<file path="src/rtl/move_sequencer_2048.sv">
// move_sequencer_2048: game-level controller for the 2048 board.
// Synchronises the four active-low buttons, issues one slide/merge command
// per press, places a random 2/4 tile after each changing move and samples
// the win/over flags from the datapath.
module move_sequencer_2048 #(
  parameter logic [10:0] LFSR_SEED    = 11'h5A5,
  parameter int unsigned MOVE_TIMEOUT = 64
) (
  input  logic        clk,
  input  logic        rst,
  input  logic        up,
  input  logic        down,
  input  logic        left,
  input  logic        right,
  input  logic        move_done,
  input  logic        board_changed,
  input  logic [15:0] empty_mask,
  input  logic        check_win,
  input  logic        check_over,
  output logic        move_start,
  output logic [1:0]  move_dir,
  output logic        spawn_valid,
  output logic [3:0]  spawn_idx,
  output logic [11:0] spawn_val,
  output logic        busy,
  output logic [1:0]  game_state
);

  localparam int unsigned TW = $clog2(MOVE_TIMEOUT);

  typedef enum logic [3:0] {
    S_INIT0, S_INIT1, S_IDLE, S_ISSUE, S_WAIT,
    S_SPAWN, S_SETTLE, S_CHECK, S_WON, S_LOST
  } state_t;

  state_t        state, state_nx;
  logic [10:0]   lfsr;
  logic [3:0]    sync1, sync2;     // {up, down, left, right}
  logic          armed;
  logic          accept;
  logic [1:0]    press_dir;
  logic [3:0]    scan_idx;
  logic [3:0]    scan_cnt;
  logic [TW-1:0] tcnt;
  logic          timeout;
  logic          init_phase;
  logic          hit;

  assign accept    = (state == S_IDLE) && armed && !(&sync2);
  assign timeout   = (state == S_WAIT) && (tcnt == TW'(MOVE_TIMEOUT - 1));
  assign hit       = empty_mask[scan_idx];
  assign busy      = !((state == S_IDLE) || (state == S_WON) || (state == S_LOST));
  assign spawn_idx = scan_idx;

  // Fixed priority among simultaneous presses: up > down > left > right
  always_comb begin
    press_dir = 2'd3;
    if (!sync2[3])      press_dir = 2'd0;
    else if (!sync2[2]) press_dir = 2'd1;
    else if (!sync2[1]) press_dir = 2'd2;
  end

  // Next-state and single-cycle pulse outputs
  always_comb begin
    state_nx    = state;
    move_start  = 1'b0;
    spawn_valid = 1'b0;
    case (state)
      S_INIT0:  state_nx = S_SPAWN;
      S_INIT1:  state_nx = S_SPAWN;
      S_IDLE:   if (accept) state_nx = S_ISSUE;
      S_ISSUE: begin
        move_start = 1'b1;
        state_nx   = S_WAIT;
      end
      S_WAIT: begin
        if (move_done)    state_nx = board_changed ? S_SPAWN : S_IDLE;
        else if (timeout) state_nx = S_IDLE;
      end
      S_SPAWN: begin
        if (hit) begin
          spawn_valid = 1'b1;
          state_nx    = S_SETTLE;
        end else if ((empty_mask == '0) || (scan_cnt == 4'hF)) begin
          state_nx = S_CHECK;
        end
      end
      S_SETTLE: state_nx = init_phase ? S_INIT1 : S_CHECK;
      S_CHECK: begin
        if (check_win)       state_nx = S_WON;
        else if (check_over) state_nx = S_LOST;
        else                 state_nx = S_IDLE;
      end
      S_WON:    state_nx = S_WON;
      S_LOST:   state_nx = S_LOST;
      default:  state_nx = S_INIT0;
    endcase
  end

  // State register
  always_ff @(posedge clk or negedge rst) begin
    if (!rst) state <= S_INIT0;
    else      state <= state_nx;
  end

  // Free-running x^11+x^9+1 LFSR for tile placement
  always_ff @(posedge clk or negedge rst) begin
    if (!rst) lfsr <= LFSR_SEED;
    else      lfsr <= {lfsr[9:0], lfsr[10] ^ lfsr[8]};
  end

  // Button synchronisers and the re-arm flag
  always_ff @(posedge clk or negedge rst) begin
    if (!rst) begin
      sync1 <= '1;
      sync2 <= '1;
      armed <= 1'b1;
    end else begin
      sync1 <= {up, down, left, right};
      sync2 <= sync1;
      if (accept)      armed <= 1'b0;
      else if (&sync2) armed <= 1'b1;
    end
  end

  // Direction latch and game status
  always_ff @(posedge clk or negedge rst) begin
    if (!rst) begin
      move_dir   <= '0;
      game_state <= '0;
    end else begin
      if (accept) begin
        move_dir   <= press_dir;
        game_state <= 2'd0;
      end else if (timeout && !move_done) begin
        game_state <= 2'd3;
      end else if (state == S_CHECK) begin
        if (check_win)       game_state <= 2'd1;
        else if (check_over) game_state <= 2'd2;
      end
    end
  end

  // Spawn scan: seeded from the LFSR on entry, holds on the found cell
  always_ff @(posedge clk or negedge rst) begin
    if (!rst) begin
      scan_idx  <= '0;
      scan_cnt  <= '0;
      spawn_val <= '0;
    end else if ((state_nx == S_SPAWN) && (state != S_SPAWN)) begin
      scan_idx  <= lfsr[3:0];
      scan_cnt  <= '0;
      spawn_val <= (lfsr[10:8] == 3'b000) ? 12'd4 : 12'd2;
    end else if ((state == S_SPAWN) && !hit) begin
      scan_idx <= scan_idx + 4'd1;
      scan_cnt <= scan_cnt + 4'd1;
    end
  end

  // Move timeout counter and opening-tile phase flag
  always_ff @(posedge clk or negedge rst) begin
    if (!rst) begin
      tcnt       <= '0;
      init_phase <= 1'b1;
    end else begin
      if (state == S_ISSUE)     tcnt <= '0;
      else if (state == S_WAIT) tcnt <= tcnt + TW'(1);
      if ((state == S_SETTLE) || (state == S_CHECK)) init_phase <= 1'b0;
    end
  end

endmodule
</file>
<file path="config.mk">
export PLATFORM = sky130hd
export DESIGN_NAME = move_sequencer_2048
export DESIGN_NICKNAME = d
export VERILOG_FILES = /design/src/rtl/move_sequencer_2048.sv
export SDC_FILE = /design/constraint.sdc
export NUM_CORES = 1
export LEC_CHECK = 0
export CAP_MARGIN = 10
export CORE_MARGIN = 2
export CORE_UTILIZATION = 40
export CTS_BUF_LIST = sky130_fd_sc_hd__clkbuf_8
export DETAILED_ROUTE_END_ITERATION = 8
export GPL_TIMING_DRIVEN = 0
export PLACE_DENSITY_LB_ADDON = 0.25
export SYNTH_ARGS = -nofsm -noshare
export SYNTH_HDL_FRONTEND = slang
export SYNTH_SLANG_ARGS = --single-unit
</file>
<file path="constraint.sdc">
create_clock -name clk -period 6.25 [get_ports clk]
set_clock_uncertainty 0.05 [all_clocks]
set_input_delay 0.9375 -clock clk [delete_from_list [all_inputs] [get_ports clk]]
set_output_delay 0.9375 -clock clk [all_outputs]
set_load 0.005 [all_outputs]
</file>
### Word-level counts from Yosys, hierarchy flattened

Cells that the tools add are included.

| operators by class | value |
|---|---|
| add/subtract/negate cells | 3 |
| $lt $le $gt $ge | 1 |
| equal/unequal tests | 13 |
| muxes and demuxes | 32 |
| bitwise logic cells | 1 |
| reductions and logical operators | 25 |

Operator list:

| cell | count |
|---|---|
| 2-to-1 mux 4 bit | 11 |
| one-hot mux 4 bit (9 select lines) | 1 |
| == test 4 x 3 -> 1 bit, second input constant | 5 |
| zero test 16 bit | 1 |
| 2-to-1 mux 2 bit | 7 |
| == test 4 bit, second input constant | 3 |
| 2-to-1 mux 6 bit | 2 |
| 2-to-1 mux 3 bit | 3 |
| adder 4 x 1 -> 4 bit, second input constant | 2 |
| == test 4 x 2 -> 1 bit, second input constant | 2 |
| 2-to-1 mux 1 bit | 7 |
| adder 6 x 1 -> 6 bit, second input constant | 1 |
| == test 6 bit, second input constant | 1 |
| logical AND 1 bit | 6 |
| nonzero test 2 bit | 3 |
| less-than comparator 4 x 5 -> 1 bit, second input constant | 1 |
| binary-select mux 1 bit (select 4 bit) | 1 |
| == test 4 x 1 -> 1 bit, second input constant | 1 |
| zero test 1 bit | 4 |
| zero test 4 bit | 1 |
| logical OR 1 bit | 4 |
| inequality test 4 x 3 -> 1 bit, second input constant | 1 |
| AND reduction 4 bit | 1 |
| nonzero test 4 bit | 1 |
| other kinds (5) | 5 |

| word-level totals | value |
|---|---|
| register bits | 55 |
| bits of input ports | 26 |
| output and inout port bits | 23 |
| logic and storage cells | 87 |

### Logic depth before layout (Yosys ltp)

| logic depth | value |
|---|---|
| depth in word-level cells | 8 |
| depth in mapped cells | 9 |
| gate-level depth less buffers | 7 |

### Worst setup path after synthesis

OpenSTA, ideal clock, no wires.

| timing path | value |
|---|---|
| path kind | input port to flip-flop |
| start point | in empty_mask[3] |
| end point | reg scan_idx[0], in the netlist spawn_idx[0] |
| setup time | 125 ps |
| arrival time | 2900 ps |
| data required time | 6075 ps |
| slack | 3175 ps |
| cell stages on the path | 8 |
| path buffers | 2 |
| cell sequence | mux4_1 -> mux2_2 -> or3_4 -> and2_4 -> buf_6 -> a41o_1 -> buf_6 -> mux2_4 |

| on the way | value |
|---|---|
| longest elaborated chain between the ends | 8 |
| elaborated cells between the ends (all ways) | 13 |
| classes of those cells | eq/ne: 1; mux: 6; reduce/logical: 6 |

RTL lines:

| item | line | text |
|---|---|---|
| start: declaration | 17 | `input logic [15:0] empty_mask,` |
| branches (longest 8 deep; another with one-hot mux 4 bit (9 select lines)) | -- |  |
| end signal: assignment | 151 | `scan_idx <= lfsr[3:0];` |
| end signal: assignment | 155 | `scan_idx <= scan_idx + 4'd1;` |
| end: declaration | 42 | `logic [3:0] scan_idx;` |

Several ways; the timed one is not identified. The select of a mux whose other input is x is not followed.
A chain may end at the register's enable or synchronous reset.

### Worst setup path after layout

| timing path | value |
|---|---|
| start point | in empty_mask[4] |
| end point | out spawn_valid |

| on the way | value |
|---|---|
| longest elaborated chain between the ends | 4 |

RTL lines:

| item | line | text |
|---|---|---|
| binary-select mux 1 bit (select 4 bit) | 51 | `assign hit = empty_mask[scan_idx];` |
| 2-to-1 mux 1 bit (implied by the code) | 51 |  |
| 2-to-1 mux 1 bit | 81 | `if (hit) begin` |
| 2-to-1 mux 1 bit | 68 | `case (state)` |
| end: declaration | 22 | `output logic spawn_valid,` |

No other way between the ends. The select of a mux whose other input is x is not followed.

==> summary.md <==
| Metric | Value |
|---|---|
| Status | finished, final reports clean |
| Crit share post-route | 0.626 |
| CTS tree | built |
| Multi-input gate area | around 0.001 mm2 |
| Area grow syn2layout | 26.5% |
| Top-count cell post-synth | dfrtp_1 |
| Setup TNS | 0 ns |
| First-pass GRT wire length | roughly 7 mm |
| Antenna Nets Post-Route | 0 |
| Nets@finish | between 200 and 300 |
| Leakage | around 1.3 nW |
| RSZ-0062 raised after global routing | false |
| Crit start category | primary input |
| Max transition margin | 0.349 |
| Yosys top cell area share | 0.318 |
| Library cells used by synthesis | 49 |
| Inserted Clock Buffers | 5 |
| Async SR Flop Fraction | 1.00 |
| Psw | ~350 uW |
| Post-Syn Instances | ~200 |
| Final Slew Violations | 0 |
| Minimum clock period | approximately 3.9 ns |
| Routed vias/inst | approximately 5 |
| Clock Sink Count | 45 |
| Grt ovf | 0 |
| Worst Setup End Kind | output port |
| Yosys warning count | 0 |
| Combinational share of power | 0.442 |
| Gr usage total | 0.142 |
| Worst-path clk slew | 0.08 ns |
| CTS root buf | clkbuf_8 |
| Port Buffers | 38 |
| Hold buffer count at cts | 0 |
| Final GP Congestion | ~0.83 |
| Pre-antenna DRT Iters | 4 |
| Ant. Diodes | 0 |
| Clock buffer depth | 2 |
| Switching Fraction | 0.346 |
| F_max | 0.255 GHz |
| Largest net degree at the start of global routing | 34 |
| Synthesized flop and latch total | 45 |
| Detailed Place HPWL | 3.13 mm |
| Critical Path AT | 2.93 ns |
| Core ar. | approximately 0.0055 mm2 |
| Number of global-route vias before repair | roughly 1600 |
| Fin util | 0.524 |
| Final WL | ~4.2 mm |
| Seq pwr share | 0.389 |
| PwrDens | 350 mW/mm2 |
| Max-cap viol count | 0 |
| Synth Area per Inst | 11.3 um2 |
| Starting Density | 0.414 |
| Peak supply drop | between 0.15 and 0.2 mV |
| Setup Crit Path Kind | in -> out |
| Synthesized area | around 0.0023 mm2 |
| DRC viols | 0 |
| Most used DFF post-synth | dfrtp_1 |
| Share of layout cells above drive strength 1 | 0.214 |
| Drt initial violations | between 100 and 150 |
| Initial antenna violation count | 0 |
| Cell internal pwr | between 600 and 700 uW |
| Die Area | approximately 0.0063 mm2 |
| Setup violators final | 0 |
| Die Width | 79.5 um |
| Post-synth EDFFs | 0 |
| Vias | ~1600 |
| Die Span Y | just under 80 um |
| Io pins | 49 |
| Sequential Area | 0.00115 mm2 |
| Worst Hold Class | reg -> reg |
| CTS resizes | 0 |
| Clock Power Share | 0.169 |
| Seq/Total Area, Yosys | 0.502 |
| H-tree depth | 2 |
| WP data required | ~5.3 ns |
| Postcts setup bufs | 0 |
| Filler instances | between 500 and 600 |
| # rows | 27 |
| Post-DR wirelength/cell | about 13 um |
| Crit path max fanout | 2 |
| Skew-Pair Late Insertion Delay | 0.29 ns |
| Synth top area cells | dfrtp_1 32%, dfstp_2 18%, buf_4 4.3% |
| Synth top cells by count | 29 x dfrtp_1, 18 x nand2_1, 16 x dfstp_2 |
| Least-Margin Pin Slew | 0.970 ns |
| Synth area leader | dfrtp_1 |
| Final Hold Vio Count | 0 |
flip-flops by register name (all words and copies together), names as in the netlist, 4 cells and up:
register,cells
sync1,4
lfsr,11
state,4
scan_cnt,4
sync2,4
tcnt,6
spawn_idx,4
metrics by stage:
stage               setup WS (ns)  power (mW)  instances  hold slack [ns]  instance area (um2)
finish                       2.34        1.01        329            0.305                 2890
global route                 2.17        1.09        329            0.313                 2890
CTS                          2.32        1.02        329            0.309                 2890
detailed placement           2.32       0.844        321            0.291                 2800
global placement             2.32       0.839        320            0.295                 2790
floorplan                    3.18       0.709        210            0.283                 2310
kinds of logic (layout without fill, tap and decap cells):
group,after synthesis,after routing,synth area share
and+or+nand+nor,76,76,0.185
DFF,45,45,0.502
AOI/OAI and AO/OA,26,26,0.0834
buffers and inverters,23,70,0.0691
muxes,17,17,0.103
xor gates and xnor gates,10,10,0.0384
adders and majority gates,3,3,0.0165
other,1,10,0.00164
worst paths after layout:
check | from | end | slack, ns | cells after the start
min reg2reg | lfsr[7]$_DFF_PN1_ | lfsr[8]$_DFF_PN1_ | 0.30 | 0
min in group asynchronous | rst | lfsr[9]$_DFF_PN0_ | 0.48 | 1
max reg2reg | spawn_idx[1]$_DFFE_PN0P_ | spawn_idx[0]$_DFFE_PN0P_ | 3.41 | 9
max in group asynchronous | rst | lfsr[2]$_DFF_PN1_ | 5.15 | 2
min | lfsr[7]$_DFF_PN1_ | lfsr[8]$_DFF_PN1_ | 0.30 | 0
max | empty_mask[4] | spawn_valid | 2.34 | 7
power by group through the flow:
| stage | logic [mW] | registers [mW] | clock network, mW |
|---|---|---|---|
| floorplan | 0.318 | 0.391 | 0 |
| detailed placement | 0.446 | 0.398 | 0 |
| CTS | 0.451 | 0.393 | 0.180 |
| global route | 0.493 | 0.402 | 0.193 |
| finish | 0.447 | 0.393 | 0.171 |
| global placement | 0.441 | 0.397 | 0 |
layout by cell type, fill, tap and decap left out, types with 6 or more instances in the layout:
cell type	netlist	layout
nand4_1	6	6
conb_1	1	10
xor2_1	7	7
nand2_1	18	18
dfrtp_1	29	29
clkdlybuf4s50_1	0	37
buf_4	13	13
o21ai_0	6	6
nor2_1	10	10
nand3_1	6	6
dfstp_2	16	16
per-layer routing:
metal	up-vias	routed length (um)	track usage
met5	-	0	0
met4	0	29	0.0569
met3	2	169	0.0271
met2	33	2080	0.228
met1	778	1890	0.188
li1	807	-	-
critical path: stages:
cell and delay (ns):
clkdlybuf4s50_1 0.41, nor2b_1 0.13, a2111oi_0 0.57, nor3_1 0.15
mux2i_1 0.20, nor2_1 0.06, clkdlybuf4s50_1 0.46
layout make-up:
type	instances	share of cell area
plain buffers	18	0.0481
clock buffers	5	0.0238
clock inverters	3	0.00607
inverters	5	0.00650
multi-input cells	142	0.350
flip-flops and latches	45	0.397
well taps	72	0.0312
repair buffers	39	0.137
(Power assumes the default switching activity.)
